**src/rtl/pwm_multich_peripheral.sv**
```systemverilog
// Multi-channel PWM peripheral with register-write interface.
//
// A shared prescaler and 8-bit period counter drive NUM_CH compare channels.
// Period length (TOP) and per-channel duty (DUTY) are double-buffered:
// writes land in shadow registers and reach the active copies only at a
// load event (counter wrap, the cycle after a SYNC write, or any cycle
// while stopped), so a period is never torn by a mid-period update.
//
// Ports:
//   clk           single clock, rising edge
//   rst_n         asynchronous active-low reset
//   wr_en         one-cycle register write strobe
//   wr_addr[6:0]  register address
//   wr_data[7:0]  register write data
//   pwm_out       registered channel outputs, one clk behind the counter
//   period_start  one-clk pulse following each counter wrap
//
// Address map:
//   0x00+k  EN_OUT byte k     0x08+k  EN_PWM byte k    (k < NUM_CH/8)
//   0x10    PRESC             0x11    TOP (shadow)
//   0x12    CTRL: bit0 RUN, bit1 SYNC (pulse, not stored)
//   0x20+ch DUTY[ch] (shadow)
module pwm_multich_peripheral #(
  parameter int NUM_CH  = 16,
  parameter int PRESC_W = 8
) (
  input  logic              clk,
  input  logic              rst_n,
  input  logic              wr_en,
  input  logic [6:0]        wr_addr,
  input  logic [7:0]        wr_data,
  output logic [NUM_CH-1:0] pwm_out,
  output logic              period_start
);

  localparam int         NUM_BYTES  = NUM_CH / 8;
  localparam logic [6:0] ADDR_PRESC = 7'h10;
  localparam logic [6:0] ADDR_TOP   = 7'h11;
  localparam logic [6:0] ADDR_CTRL  = 7'h12;

  logic [NUM_CH-1:0]  en_out;
  logic [NUM_CH-1:0]  en_pwm;
  logic [PRESC_W-1:0] presc;
  logic [PRESC_W-1:0] psc_cnt;
  logic [7:0]         top_sh;
  logic [7:0]         top_act;
  logic [7:0]         cnt;
  logic [7:0]         duty_sh  [NUM_CH];
  logic [7:0]         duty_act [NUM_CH];
  logic               run;
  logic               sync_q;
  logic               ctrl_wr;
  logic               tick;
  logic               wrap;
  logic               load;
  logic [NUM_CH-1:0]  pwm_level;
  logic [NUM_CH-1:0]  pwm_next;

  assign ctrl_wr = wr_en && (wr_addr == ADDR_CTRL);
  assign tick    = (psc_cnt >= presc);
  // >= rather than == so a counter stranded above a newly shortened TOP
  // wraps on its next tick instead of running on to 0xFF.
  assign wrap    = run && !sync_q && tick && (cnt >= top_act);
  assign load    = wrap || sync_q || !run;

  // Directly-effective configuration registers.
  always_ff @(posedge clk or negedge rst_n) begin
    if (!rst_n) begin
      en_out <= '0;
      en_pwm <= '0;
      presc  <= '0;
      run    <= 1'b1;
      sync_q <= 1'b0;
    end else begin
      sync_q <= ctrl_wr && wr_data[1];
      if (ctrl_wr)
        run <= wr_data[0];
      if (wr_en && (wr_addr == ADDR_PRESC))
        presc <= wr_data[PRESC_W-1:0];
      for (int k = 0; k < NUM_BYTES; k++) begin
        if (wr_en && (wr_addr == 7'(k)))
          en_out[8*k +: 8] <= wr_data;
        if (wr_en && (wr_addr == 7'(8 + k)))
          en_pwm[8*k +: 8] <= wr_data;
      end
    end
  end

  // Shadow/active pairs. On a load coinciding with a shadow write the
  // active copy takes the old shadow value; the new one waits for the
  // next load.
  always_ff @(posedge clk or negedge rst_n) begin
    if (!rst_n) begin
      top_sh  <= 8'hFF;
      top_act <= 8'hFF;
      for (int ch = 0; ch < NUM_CH; ch++) begin
        duty_sh[ch]  <= 8'h00;
        duty_act[ch] <= 8'h00;
      end
    end else begin
      if (wr_en && (wr_addr == ADDR_TOP))
        top_sh <= wr_data;
      if (load)
        top_act <= top_sh;
      for (int ch = 0; ch < NUM_CH; ch++) begin
        if (wr_en && (wr_addr == 7'(32 + ch)))
          duty_sh[ch] <= wr_data;
        if (load)
          duty_act[ch] <= duty_sh[ch];
      end
    end
  end

  // Prescaler and period counter.
  always_ff @(posedge clk or negedge rst_n) begin
    if (!rst_n) begin
      psc_cnt      <= '0;
      cnt          <= 8'h00;
      period_start <= 1'b0;
    end else begin
      period_start <= wrap;
      if (!run || sync_q) begin
        psc_cnt <= '0;
        cnt     <= 8'h00;
      end else if (tick) begin
        psc_cnt <= '0;
        cnt     <= (cnt >= top_act) ? 8'h00 : cnt + 8'd1;
      end else begin
        psc_cnt <= psc_cnt + 1'b1;
      end
    end
  end

  // Compare level: DUTY=0xFF or DUTY beyond TOP means always on.
  always_comb begin
    pwm_level = '0;
    pwm_next  = '0;
    for (int ch = 0; ch < NUM_CH; ch++) begin
      pwm_level[ch] = (cnt < duty_act[ch]) || (duty_act[ch] == 8'hFF) ||
                      (duty_act[ch] > top_act);
      if (!en_out[ch])
        pwm_next[ch] = 1'b0;
      else if (!en_pwm[ch])
        pwm_next[ch] = 1'b1;
      else if (!run)
        pwm_next[ch] = 1'b0;
      else
        pwm_next[ch] = pwm_level[ch];
    end
  end

  always_ff @(posedge clk or negedge rst_n) begin
    if (!rst_n)
      pwm_out <= '0;
    else
      pwm_out <= pwm_next;
  end

endmodule

```
**config.mk**
```make
export PLATFORM = sky130hd
export DESIGN_NAME = pwm_multich_peripheral
export DESIGN_NICKNAME = d
export VERILOG_FILES = /design/src/rtl/pwm_multich_peripheral.sv
export SDC_FILE = /design/constraint.sdc
export NUM_CORES = 1
export LEC_CHECK = 0
export BUFFER_PORTS_ARGS = -buffer_cell sky130_fd_sc_hd__clkbuf_2
export CAP_MARGIN = 20
export CORE_MARGIN = 2
export CORE_UTILIZATION = 50
export DETAILED_ROUTE_END_ITERATION = 16
export MAX_ROUTING_LAYER = met4
export PLACE_DENSITY = 0.69
export SETUP_SLACK_MARGIN = 0.5
export SLEW_MARGIN = 5
export SYNTH_ARGS = -nofsm -noshare
export SYNTH_HDL_FRONTEND = slang
export SYNTH_SLANG_ARGS = --single-unit
```
**constraint.sdc**
```tcl
create_clock -name clk -period 3.5 [get_ports clk]
set_clock_uncertainty 0.1 [all_clocks]
set_input_delay 0.7 -clock clk [delete_from_list [all_inputs] [get_ports clk]]
set_output_delay 0.7 -clock clk [all_outputs]
set_load 0.03 [all_outputs]
```
Yosys cells after proc, flatten, opt, wreduce, memory -nomap -nowiden --
Cells that the tools add are included.
Operators by class: add/subtract/negate cells 2, magnitude comparators 34, equal/unequal tests 38, multiplexer cells 53, reductions and logical operators 66
Operators with widths (count):
- 8-bit == test (second input constant) | 16
- 8-bit > comparator | 16
- 8-bit < comparator | 16
- 7-bit by 6-bit == test with 1-bit output (second input constant) | 16
- 1-bit two-way mux | 48
- 8-bit two-way mux | 5
- 1-bit logical OR | 35
- 1-bit logical AND | 27
- 7-bit by 5-bit == test with 1-bit output (second input constant) | 3
- 8-bit by 1-bit adder with 8-bit output (second input constant) | 2
- 8-bit greater-or-equal comparator | 2
- 7-bit by 4-bit == test with 1-bit output (second input constant) | 2
- 7-bit by 1-bit == test with 1-bit output (second input constant) | 1
- 7-bit logical NOT | 1
- 1-bit logical NOT | 2
- 2-bit nonzero test | 1
Word-level totals: flip-flop bits (word level) 347, bits of input ports 18, output and inout bits 17

Depth between registers and ports, before layout --
Gate-level depths: netlist (run 1).
depth after elaboration 6, mapped depth 11, mapped depth without buffers 7

Worst setup path after synthesis (run 1) --
Ideal clock, no wire load.
path kind register to register, start register cnt[0], end register duty_act[100] (netlist bit), arrival time 2.610 ns, slack 0.665 ns, cell stages (with the launch flop) 12, clock period less this slack 2.835 ns, path through dfrtp_1 -> clkbuf_1 -> inv_1 -> ha_1 -> nand2b_1 -> a2111o_1 -> a31oi_4 -> o21ai_2 -> buf_6 -> buf_6 -> buf_6 -> mux2_4
On the way: longest elaborated chain between the ends 4
Ends and longest elaborated chain:
- start: declaration | line 47 | logic [7:0] cnt;
- start signal: assignment | line 127 | cnt <= (cnt >= top_act) ? 8'h00 : cnt + 8'd1;
- 8-bit greater-or-equal comparator | line 63 | assign wrap = run && !sync_q && tick && (cnt >= top_act);
- 1-bit logical AND | line 63
- 1-bit logical OR (2 in a row) | line 64 | assign load = wrap || sync_q || !run;
- end signal: indexed assignment | line 109 | duty_act[ch] <= duty_sh[ch];
- end: declaration | line 49 | logic [7:0] duty_act [NUM_CH];
No other way between the ends. A chain may end at the register's enable or synchronous reset.

Worst setup path after layout (run 1) --
start register top_act[7], end register duty_act[38] (netlist bit)
On the way: longest elaborated chain between the ends 4
Ends and longest elaborated chain:
- start: declaration | line 46 | logic [7:0] top_act;
- start signal: assignment | line 104 | top_act <= top_sh;
- 8-bit greater-or-equal comparator | line 63
- 1-bit logical AND | line 63
- 1-bit logical OR (2 in a row) | line 64
No other way between the ends.

==> results by group, run 1 <==
STA
  • Hold Violations, Final: 0
  • Fin. max-slew vios: 0
  • RSZ-0062 raised after global routing: no
  • Tightest Pin Transition: 0.903 ns
  • Relative slew slack: 0.398
  • Min cycle time layout: 2.76 ns
  • Setup TNS: 0 ns
  • Hold slack: 0.0203 ns
  • Final setup vio count: 0
  • Achievable Freq: 363 MHz
  • Final period util: 0.787

Final layout
  • Area of the multi-input gates: 10100 sq um
  • Ratio of cells with drive above 1 in the final layout: 0.272
  • Layout area overhead: 11.6%
  • Seq. cell area: 8700 sq um
  • # diodes: 0
  • Post-route cell area: 21900 sq um
  • Final #Nets: 1982
  • # fillers: 3170

Logic synthesis
  • Register area share after synthesis: 0.443
  • Main combinational cell family by area after synthesis: multiplexers
  • Largest area contributor in the netlist: dfrtp_1
  • Simple-Gate Fraction of Synth Area: 0.0683
  • Ys async rst share: 1.00
  • Syn nets: 1922
  • Post-synthesis adder-cell area fraction: 0.164
  • Synth Register Bits: 347
  • Count of cell types in the netlist: 48
  • EDFF count, synth: 0
  • Syn Area/Cell: 11.9 sq um
  • Count leader, synth: dfrtp_1
  • Post-synth top area share: 0.420
  • Primary FF master, synth: dfrtp_1
  • Synth area leaders: dfrtp_1 42%, ha_1 16%, mux2_2 16%
  • Warnings from Yosys: 0
  • Post-synthesis compound-gate area fraction: 0.0928
  • Multiplexer area fraction after synthesis: 0.187
  • Synth cell count leaders: 330 x dfrtp_1, 273 x mux2_2, 258 x ha_1
  • Synthesized-area fraction occupied by xor and xnor cells: 0.00267
  • Syn Inst Count: 1646
  • Post-synthesis cell area: 19700 sq um

Clock network
  • Post-CTS Repair Setup Buffers: 0
  • Clock buffer depth: 3
  • Skew-Pair Late Insertion Delay: 0.56 ns
  • Clk slew on worst S/H paths: 0.06 ns
  • H-Tree Depth: 2
  • Cts-stage hold buffer count: 0
  • CTS tree: yes
  • CTS sink cnt: 347
  • Num CTS Buffers: 39
  • Clock root buffer master: clkbuf_16
  • Post-CTS Resized: 0

Global route
  • Number of antenna violations at the first check in global routing: 0
  • Vias in the first global route: 13700
  • Largest net degree at the start of global routing: 91
  • First-pass GRT wire length: 78.2 mm
  • Grt total ovfl: 0
  • GR Util All Layers: 0.257

Pwr
  • PnR Total Power: 11.2 mW
  • Logic pwr share: 0.197
  • Internal power: 8.05 mW
  • Sw Ratio: 0.280
  • Max IR drop VDD: 0.305 mV
  • Clk pwr share: 0.388
  • Sequential share of power: 0.414
  • Pwr per Cell Area: 510 nW/um^2
  • Psw: 3.13 mW
  • Leakage: 10.8 nW

Placed design
  • Placer congestion estimate: 0.845
  • Post-detail-place hpwl: 30.1 mm
  • DP Area: 20600 sq um
  • # port buffers: 34

Setup path
  • CP startpoint: top_act[7]$_DFFE_PN1P_
  • Worst r2r src: top_act[7]$_DFFE_PN1P_
  • CP Class: register to register
  • CP required: 3.83 ns
  • Crit path launch type: register
  • Crit-path slowest cell: dfstp_2
  • Worst setup EP type: register
  • Crit Path Max Fanout: 90
  • Register-to-register setup slack: 0.74 ns
  • Reg2Reg Depth: 8
  • Worst path cell trace: inv_1, ha_1, nand2_1, o21ai_0, a31oi_4, o21ai_4, buf_12, mux2_2
  • Last element of the critical path: duty_act[38]$_DFFE_PN0P_
  • Arrival time at the worst endpoint: 3.09 ns
  • Reg2reg end: duty_act[38]$_DFFE_PN0P_
  • Worst path max stage delay: 0.53 ns

Detailed routing
  • Via-to-Cell Ratio: 5.88
  • Detail Route Antenna Nets: 0
  • Initial DRT Pass Iterations: 5
  • Starting DRT DRC Count: 803
  • DRC: 0
  • Total Routed Length: 49.0 mm
  • Via count: 13300
  • Wire per inst: 21.7 um

Floorplan
  • Row count: 72
  • Initial Utilization: 0.508
  • Die W: 202 um
  • Die ar.: 40900 sq um
  • I/O pin total: 35
  • Die H: 202 um
  • Core Area: 38700 sq um

Min path
  • Worst Hold Class: primary input to async pin

Job
  • Max_cap viols: 0

Status
  • Outcome: finished clean
area by class of cell:
cell class	instances	area share
clock buffer	54	0.0520
sequential	347	0.397
multi-input combinational	1092	0.461
inverter	161	0.0275
timing repair buffer	65	0.0222
tap	518	0.0295
clock inverter	18	0.0106
layout by cell type, fill, tap and decap left out, types with 6 or more instances in the layout:
| master | synthesis | routed |
|---|---|---|
| buf_4 | 0 | 25 |
| nand2_1 | 46 | 46 |
| dfrtp_1 | 330 | 330 |
| nand2b_1 | 28 | 28 |
| nor2b_1 | 23 | 23 |
| a31oi_1 | 15 | 15 |
| clkbuf_8 | 0 | 11 |
| ha_1 | 258 | 258 |
| a21o_1 | 28 | 28 |
| o311a_1 | 10 | 10 |
| nand3_1 | 10 | 10 |
| clkinv_2 | 0 | 8 |
| buf_12 | 0 | 6 |
| a21oi_1 | 51 | 51 |
| inv_1 | 161 | 161 |
| mux2_2 | 273 | 273 |
| mux2_4 | 40 | 40 |
| dfstp_2 | 17 | 17 |
| o21ai_0 | 56 | 56 |
| nor2_1 | 35 | 35 |
| and3_1 | 21 | 21 |
| clkbuf_16 | 0 | 39 |
| nand4_1 | 70 | 70 |
| a221oi_1 | 10 | 10 |
| o21bai_1 | 10 | 10 |
| o22ai_1 | 7 | 7 |
| clkbuf_2 | 0 | 33 |
| o211ai_1 | 7 | 7 |
| a2111oi_0 | 15 | 15 |
| o21a_1 | 30 | 30 |
power groups by stage:
stage | Sequential (mW) | Clock [mW] | Combinational (mW)
floorplan | 4.64 | 0 | 1.59
CTS | 4.63 | 4.42 | 2.21
global route | 4.68 | 4.59 | 2.47
global placement | 4.69 | 0 | 2.09
finish | 4.64 | 4.35 | 2.21
detailed placement | 4.70 | 0 | 2.20
metal layers:
metal,part of all wire,vias to the layer above,GRT usage
met5,0,-,-
met4,0.042,0,0.107
met3,0.046,132,0.0308
met2,0.48,323,0.416
met1,0.44,6680,0.328
li1,-,6121,-
worst min-delay path by stage:
stage / end / from / cells past startpoint / slack, ns
5_1_grt: pwm_out[7]$_DFF_PN0_ / rst_n / 1 / 0.08
2_1_floorplan: cnt[0]$_DFFE_PN0P_ / rst_n / 0 / 0.30
3_5_place_dp: duty_act[58]$_DFFE_PN0P_ / duty_sh[58]$_DFFE_PN0P_ / 1 / 0.39
4_1_cts: pwm_out[7]$_DFF_PN0_ / rst_n / 1 / 0.04
6_report: pwm_out[7]$_DFF_PN0_ / rst_n / 1 / 0.02
3_3_place_gp: duty_act[79]$_DFFE_PN0P_ / duty_sh[79]$_DFFE_PN0P_ / 1 / 0.38
registers in the layout (all words and copies together), names as in the netlist:
| signal | count |
|---|---|
| cnt | 8 |
| duty_act | 128 |
| duty_sh | 128 |
| en_out | 16 |
| en_pwm | 16 |
| period_start | 1 |
| presc | 8 |
| psc_cnt | 8 |
| pwm_out | 16 |
| run | 1 |
| sync_q | 1 |
| top_act | 8 |
| top_sh | 8 |
worst max-delay path, delay by kind of cell (launching register included):
kind	cells	cell delay (ns)
compound gates	3	0.64
flops	1	0.53
fa+ha+maj	1	0.30
simple gates	1	0.07
buf+inv	2	0.50
mux	1	0.41
metrics by stage:
| step | instances | util | worst slack, ns |
|---|---|---|---|
| 6_report | 2255 | 0.567 | 0.744 |
| 5_1_grt | 2255 | 0.567 | 0.595 |
| 4_1_cts | 2255 | 0.567 | 0.764 |
| 3_5_place_dp | 2183 | 0.531 | 0.773 |
| 3_3_place_gp | 2183 | 0.531 | 0.811 |
| 2_1_floorplan | 1646 | - | 0.665 |
cell families (layout without fill, tap and decap cells):
family,after synthesis,after routing
AOI/OAI and AO/OA,267,267
muxes,313,313
and+or+nand+nor,248,248
xor gates and xnor gates,6,6
adders and majority gates,258,258
buffers and inverters,207,298
DFF,347,347
Note: power is estimated with default switching activity, not from simulation.
==> inputs of run 2 (changes only) <==
--- a/config.mk
+++ b/config.mk
@@ -5,13 +5,14 @@
 export SDC_FILE = /design/constraint.sdc
 export NUM_CORES = 1
 export LEC_CHECK = 0
+export ABC_AREA = 1
 export BUFFER_PORTS_ARGS = -buffer_cell sky130_fd_sc_hd__clkbuf_2
 export CAP_MARGIN = 20
 export CORE_MARGIN = 2
 export CORE_UTILIZATION = 50
 export DETAILED_ROUTE_END_ITERATION = 16
 export MAX_ROUTING_LAYER = met4
-export PLACE_DENSITY = 0.69
+export PLACE_DENSITY = 0.71
 export SETUP_SLACK_MARGIN = 0.5
 export SLEW_MARGIN = 5
 export SYNTH_ARGS = -nofsm -noshare
==> constraint.sdc (replaced) <==
create_clock -name clk -period 2.4 [get_ports clk]
set_clock_uncertainty 0.1 [all_clocks]
set_input_delay 0.48 -clock clk [delete_from_list [all_inputs] [get_ports clk]]
set_output_delay 0.48 -clock clk [all_outputs]
set_load 0.03 [all_outputs]
==> run 2 against run 1 <==
Effect of this change: power is 51% higher; cell count is 38% higher; core utilization is 4.4 points higher; synthesized cell count is 49% higher; wire length is 20% higher; sequential share of layout area is 3.0 points lower; first-iteration DRC count is 53% higher; die area is 0.96% higher; register-to-register slack worse by 0.65 ns; sequential power is 45% higher; design area is 8.2% higher; combinational power is 85% higher.
==> results by group, run 2 <==
Final layout
  • # fillers: 3242
  • Ratio of cells with drive above 1 in the final layout: 0.135
  • Layout area overhead: 19.6%
  • Largest registers: duty_act x128, duty_sh x128
  • # diodes: 0
  • Final #Nets: 2834
  • Post-layout util: 0.610
  • Most frequent cells in the layout: 844 x nand2_1, 330 x dfrtp_1, 270 x inv_1
  • Most common cell after layout, fill and taps aside: nand2_1

Global route
  • Vias in the first global route: 17000
  • First-pass GRT wire length: 90.5 mm
  • Largest net degree at the start of global routing: 136
  • GR Util All Layers: 0.288
  • Grt total ovfl: 0
  • Number of antenna violations at the first check in global routing: 0

STA
  • Hold slack: 0.183 ns
  • Min cycle time layout: 2.30 ns
  • Achievable Freq: 434 MHz
  • Fin. max-slew vios: 0
  • Final period util: 0.960
  • Tightest Pin Transition: 0.756 ns
  • RSZ-0062 raised after global routing: yes
  • Hold Violations, Final: 0
  • Setup ws final: 0.0962 ns
  • Relative slew slack: 0.496
  • Setup TNS: 0 ns
  • Final setup vio count: 0

Setup path
  • Arrival time at the worst endpoint: 2.61 ns
  • Crit Path Max Fanout: 8
  • Crit path launch type: register
  • Worst setup EP type: register
  • CP required: 2.71 ns
  • Crit-path slowest cell: dfstp_2
  • Worst path top cell family by delay: buffers and inverters
  • Reg2Reg Depth: 12
  • Worst path cell trace: clkinvlp_4, ha_4, nand2_2, a21oi_2, nor3b_2, nand2_2, nand3_4, buf_12, buf_12, clkbuf_16, nand3_2, nand2_1
  • Register-to-register setup slack: 0.1 ns
  • Last element of the critical path: duty_act[77]$_DFFE_PN0P_
  • Worst path max stage delay: 0.56 ns
  • CP startpoint: top_act[5]$_DFFE_PN1P_
  • Reg2reg end: duty_act[77]$_DFFE_PN0P_
  • Worst r2r src: top_act[5]$_DFFE_PN1P_
  • Worst path depth: 12
  • CP Class: register to register
  • Buf/Inv on CP: 4

Floorplan
  • Die ar.: 41300 sq um
  • Row count: 72
  • Core Area: 38900 sq um
  • Initial Utilization: 0.510
  • Die W: 203 um
  • I/O pin total: 35
  • Die H: 203 um

Logic synthesis
  • Synth Register Bits: 347
  • Count of cell types in the netlist: 28
  • Synth area leaders: dfrtp_1 42%, nand2_1 16%, ha_1 16%
  • Count leader, synth: nand2_1
  • Syn Area/Cell: 8.08 sq um
  • Primary FF master, synth: dfrtp_1
  • Post-synthesis cell area: 19900 sq um
  • Syn Inst Count: 2456
  • Syn nets: 2732
  • Largest area contributor in the netlist: dfrtp_1
  • Register area share after synthesis: 0.438
  • EDFF count, synth: 0
  • Ys async rst share: 1.00
  • Post-synth top area share: 0.416
  • Warnings from Yosys: 0
  • Synth cell count leaders: 866 x nand2_1, 330 x dfrtp_1, 273 x inv_1

Clock network
  • Skew-Pair Late Insertion Delay: 0.53 ns
  • H-Tree Depth: 2
  • Clk slew on worst S/H paths: 0.06 ns
  • CTS tree: yes
  • Clock root buffer master: clkbuf_16
  • Clock buffer depth: 3
  • CTS sink cnt: 347
  • Num CTS Buffers: 38

Status
  • Outcome: finished clean

Detailed routing
  • Total Routed Length: 58.6 mm
  • Via count: 17300
  • Starting DRT DRC Count: 1228
  • Detail Route Antenna Nets: 0
  • Via-to-Cell Ratio: 5.58
  • DRC: 0
  • Initial DRT Pass Iterations: 5
  • Wire per inst: 18.9 um

Placed design
  • Setup WS pre-CTS: 0.0567 ns
  • # port buffers: 34
  • Placer congestion estimate: 0.882
  • Post-detail-place hpwl: 35.1 mm

Pwr
  • Max IR drop VDD: 0.549 mV
  • PnR Total Power: 16.9 mW
  • Leakage: 12.2 nW
  • Pwr per Cell Area: 714 nW/um^2

Job
  • Max_cap viols: 0

Min path
  • Hold depth: 3
  • Worst Hold Class: primary input to register
[run 2: cell count changes in the layout (fill, tap and decap cells not counted), sizes merged, moves of 51 or more]
cell / previous run / this run
nand4: 70 / 19
inv: 164 / 272
nand3: 10 / 168
nand2: 46 / 866
mux2: 313 / 0
buf: 32 / 108
o21ai: 57 / 180
a21oi: 51 / 115
[run 2: area by class of cell]
type	instances	area, sq um	area share
Tap cell	518	648	0.0273
Multi-Input combinational cell	1748	10400	0.438
Timing Repair Buffer	148	1630	0.0685
Clock buffer	52	1110	0.0466
Inverter	275	1040	0.0438
Sequential cell	347	8700	0.366
Clock inverter	16	213	0.00895
[run 2: where the power goes]
| group | internal, mW | switching (mW) | total [mW] |
|---|---|---|---|
| Combinational | 1.54 | 2.54 | 4.09 |
| Clock | 3.77 | 2.39 | 6.16 |
| Sequential | 6.35 | 0.354 | 6.71 |
| Total | 11.7 | 5.28 | 16.9 |
[run 2: cell families (layout without fill, tap and decap cells)]
kind of cell / count (synthesis) / count (layout) / synth area share
XOR/XNOR: 10 / 10 / 0.00441
buffers and inverters: 361 / 491 / 0.0692
adder cells (fa/ha/maj): 258 / 258 / 0.163
AND/OR/NAND/NOR: 1152 / 1152 / 0.239
AO/OA/AOI/OAI: 328 / 328 / 0.0868
flip-flops: 347 / 347 / 0.438
[run 2: worst min-delay path, stage by stage]
cell and delay (ns):
clkbuf_2 0.08, inv_1 0.10, o21ai_0 0.10
[run 2: worst min-delay path by stage]
stage / to / from / slack, ns
global route: presc[3]$_DFFE_PN0P_ / wr_data[3] / 0.22
detailed placement: pwm_out[0]$_DFF_PN0_ / en_pwm[0]$_DFFE_PN0P_ / 0.33
floorplan: cnt[0]$_DFFE_PN0P_ / rst_n / 0.08
CTS: presc[3]$_DFFE_PN0P_ / wr_data[3] / 0.18
finish: duty_sh[59]$_DFFE_PN0P_ / wr_data[3] / 0.18
global placement: pwm_out[7]$_DFF_PN0_ / en_pwm[7]$_DFFE_PN0P_ / 0.33
[run 2: per-layer routing]
layer	routed length, um	GRT usage	share of wire
met2	27400	0.466	0.47
met3	4650	0.0406	0.079
met4	2890	0.119	0.049
met1	23700	0.365	0.40
met5	0	-	0
[run 2: repair_timing]
| action | CTS | global route |
|---|---|---|
| endpoints found under the hold margin | 31 | 0 |
| gates resized for setup | 69 | 84 |
| setup endpoints to repair | 169 | 169 |
| setup buffers | 9 | 3 |
| hold buffers | 1 | 0 |
| gates cloned | 6 | 8 |
| pin swaps | 13 | 46 |
[run 2: per-stage QoR]
| step | cell area, sq um | cells |
|---|---|---|
| after CTS | 23200 | 3093 |
| after floorplan | 20000 | 2456 |
| after detailed placement | 21300 | 3009 |
| after global routing | 23800 | 3104 |
| final | 23800 | 3104 |
| after global placement | 21300 | 3009 |
==> inputs of run 3 (changes only) <==
--- a/config.mk
+++ b/config.mk
@@ -9,10 +9,10 @@
 export BUFFER_PORTS_ARGS = -buffer_cell sky130_fd_sc_hd__clkbuf_2
 export CAP_MARGIN = 20
 export CORE_MARGIN = 2
-export CORE_UTILIZATION = 50
+export CORE_UTILIZATION = 35
 export DETAILED_ROUTE_END_ITERATION = 16
 export MAX_ROUTING_LAYER = met4
-export PLACE_DENSITY = 0.71
+export PLACE_DENSITY = 0.54
 export SETUP_SLACK_MARGIN = 0.5
 export SLEW_MARGIN = 5
 export SYNTH_ARGS = -nofsm -noshare
==> run 3 against run 2 <==
Effect of this change: non-clock buffer count decreased by 10; core utilization shrank 18 points; critical path type unchanged; sequential power about the same; hold slack improved by 0.026 ns; clock-buffer cell count rose by 5; critical path depth is the same; critical endpoint is now duty_act[113]$_DFFE_PN0P_; combinational power shrank 3%; register-to-register slack got worse by 0.04 ns; wire length up 5.7%; worst setup slack worse by 0.044 ns; global-route usage fell by 7.6 points; power up 1.2%.
==> results by group, run 3 (synthesis results as in run 2) <==
Status
  • Outcome: finished clean

Final layout
  • Final #Nets: 2828
  • Largest registers: duty_act x128, duty_sh x128
  • Post-Layout Cell Count: 3342
  • Post-layout util: 0.428
  • Most frequent cells in the layout: 776 x nand2_1, 330 x dfrtp_1, 267 x inv_1
  • # fillers: 5611
  • Layout area overhead: 21.2%
  • Ratio of cells with drive above 1 in the final layout: 0.142
  • Most common cell after layout, fill and taps aside: nand2_1

Clock network
  • Clock root buffer master: clkbuf_16
  • H-Tree Depth: 2
  • Clock buffer depth: 3
  • Clk slew on worst S/H paths: 0.06 ns
  • CTS tree: yes
  • Num CTS Buffers: 40
  • Skew-Pair Late Insertion Delay: 0.58 ns
  • CTS sink cnt: 347

Floorplan
  • Die H: 242 um
  • Core Area: 56300 sq um
  • Die W: 242 um
  • Initial Utilization: 0.353
  • Die ar.: 58700 sq um
  • Row count: 87
  • I/O pin total: 35

Setup path
  • Crit Path Max Fanout: 16
  • Crit path launch type: register
  • CP required: 2.77 ns
  • Register-to-register setup slack: 0.05 ns
  • Arrival time at the worst endpoint: 2.71 ns
  • Worst setup EP type: register
  • CP Class: register to register

Detailed routing
  • Via count: 16700
  • Starting DRT DRC Count: 1061
  • Initial DRT Pass Iterations: 5
  • Via-to-Cell Ratio: 5.00
  • Total Routed Length: 61.9 mm
  • Wire per inst: 18.5 um
  • Detail Route Antenna Nets: 0
  • DRC: 0

STA
  • Tightest Pin Transition: 0.593 ns
  • Hold slack: 0.209 ns
  • Setup ws final: 0.0522 ns
  • Relative slew slack: 0.604
  • Achievable Freq: 426 MHz
  • RSZ-0062 raised after global routing: yes
  • Hold Violations, Final: 0
  • Min cycle time layout: 2.35 ns
  • Fin. max-slew vios: 0
  • Final period util: 0.978
  • Final setup vio count: 0

Min path
  • Worst Hold Class: primary input to register

Job
  • Max_cap viols: 0

Pwr
  • Max IR drop VDD: 0.467 mV
  • Pwr per Cell Area: 713 nW/um^2
  • Leakage: 12.2 nW

Global route
  • GR met3 Demand/Resource: 0.0333
  • Largest net degree at the start of global routing: 89
  • Met2 GRT Util: 0.344
  • Vias in the first global route: 16600
  • Grt peak-use layer: met2
  • Number of antenna violations at the first check in global routing: 8
  • First-pass GRT wire length: 94.2 mm
  • GR Util All Layers: 0.212
  • Met1 Track Usage GR: 0.275
  • Grt total ovfl: 0

Placed design
  • Dpl cells: 3229
  • # port buffers: 34
  • Placer congestion estimate: 0.855
  • Setup WS pre-CTS: 0.110 ns
  • Post-detail-place hpwl: 36.5 mm
[run 3: worst paths after layout]
path                                         from                        end  cells after the start
max                        top_act[5]$_DFFE_PN1P_  duty_act[113]$_DFFE_PN0P_                     12
min                                    wr_addr[2]           sync_q$_DFF_PN0_                      4
max reg2reg                top_act[5]$_DFFE_PN1P_  duty_act[113]$_DFFE_PN0P_                     12
min reg2reg                en_pwm[14]$_DFFE_PN0P_      pwm_out[14]$_DFF_PN0_                      1
max in group asynchronous                   rst_n    duty_sh[37]$_DFFE_PN0P_                      3
min in group asynchronous                   rst_n       pwm_out[2]$_DFF_PN0_                      2
[run 3: worst max-delay path: stages (launching register included)]
cell and delay [ns]:
dfstp_2 0.56, clkinvlp_4 0.13, ha_4 0.25, nand2_4 0.06
a21oi_2 0.05, nor3b_2 0.18, nand2_2 0.10, nand3_4 0.14
buf_12 0.15, nand2_8 0.11, clkbuf_16 0.26, nand2_1 0.08
nand2_1 0.05
[run 3: timing repair]
item | 4_1_cts | 5_1_grt
gates resized for setup | 35 | 163
pin swaps | 18 | 17
endpoints found under the setup margin | 169 | 169
setup buffers | 4 | 14
hold buffers | 1 | 0
endpoints found under the hold margin | 37 | 0
cloned | 5 | 13
[run 3: cell type report]
cell class	instances	area, sq um	share of cell area
Timing Repair Buffer	138	1520	0.0631
Clock buffer	57	1160	0.0484
Multi-Input combinational cell	1750	10400	0.434
Antenna cell	5	12.5	0.000520
Tap cell	756	946	0.0393
Sequential cell	347	8700	0.362
Clock inverter	14	238	0.00988
Inverter	275	1040	0.0434
[run 3: report_power, final]
group	leakage, nW	internal (mW)	switching [mW]	total [mW]
sequential	4.68	6.35	0.369	6.72
clock	0.681	3.93	2.55	6.49
combinational	6.82	1.50	2.45	3.95
total	12.2	11.8	5.37	17.2
[run 3: layer usage]
metal	part of all wire	vias up
met1	0.45	7969
met3	0.057	124
met5	0	-
li1	-	8191
met4	0.032	0
met2	0.46	413
[run 3: stage by stage]
stage	total power [mW]	area, sq um	setup TNS [ns]
after floorplan	9.07	20000	0
after global placement	10.1	21400	0
after detailed placement	10.2	21400	0
after CTS	16.9	23100	0
after global routing	18.2	24100	-0.181
final	17.2	24100	0
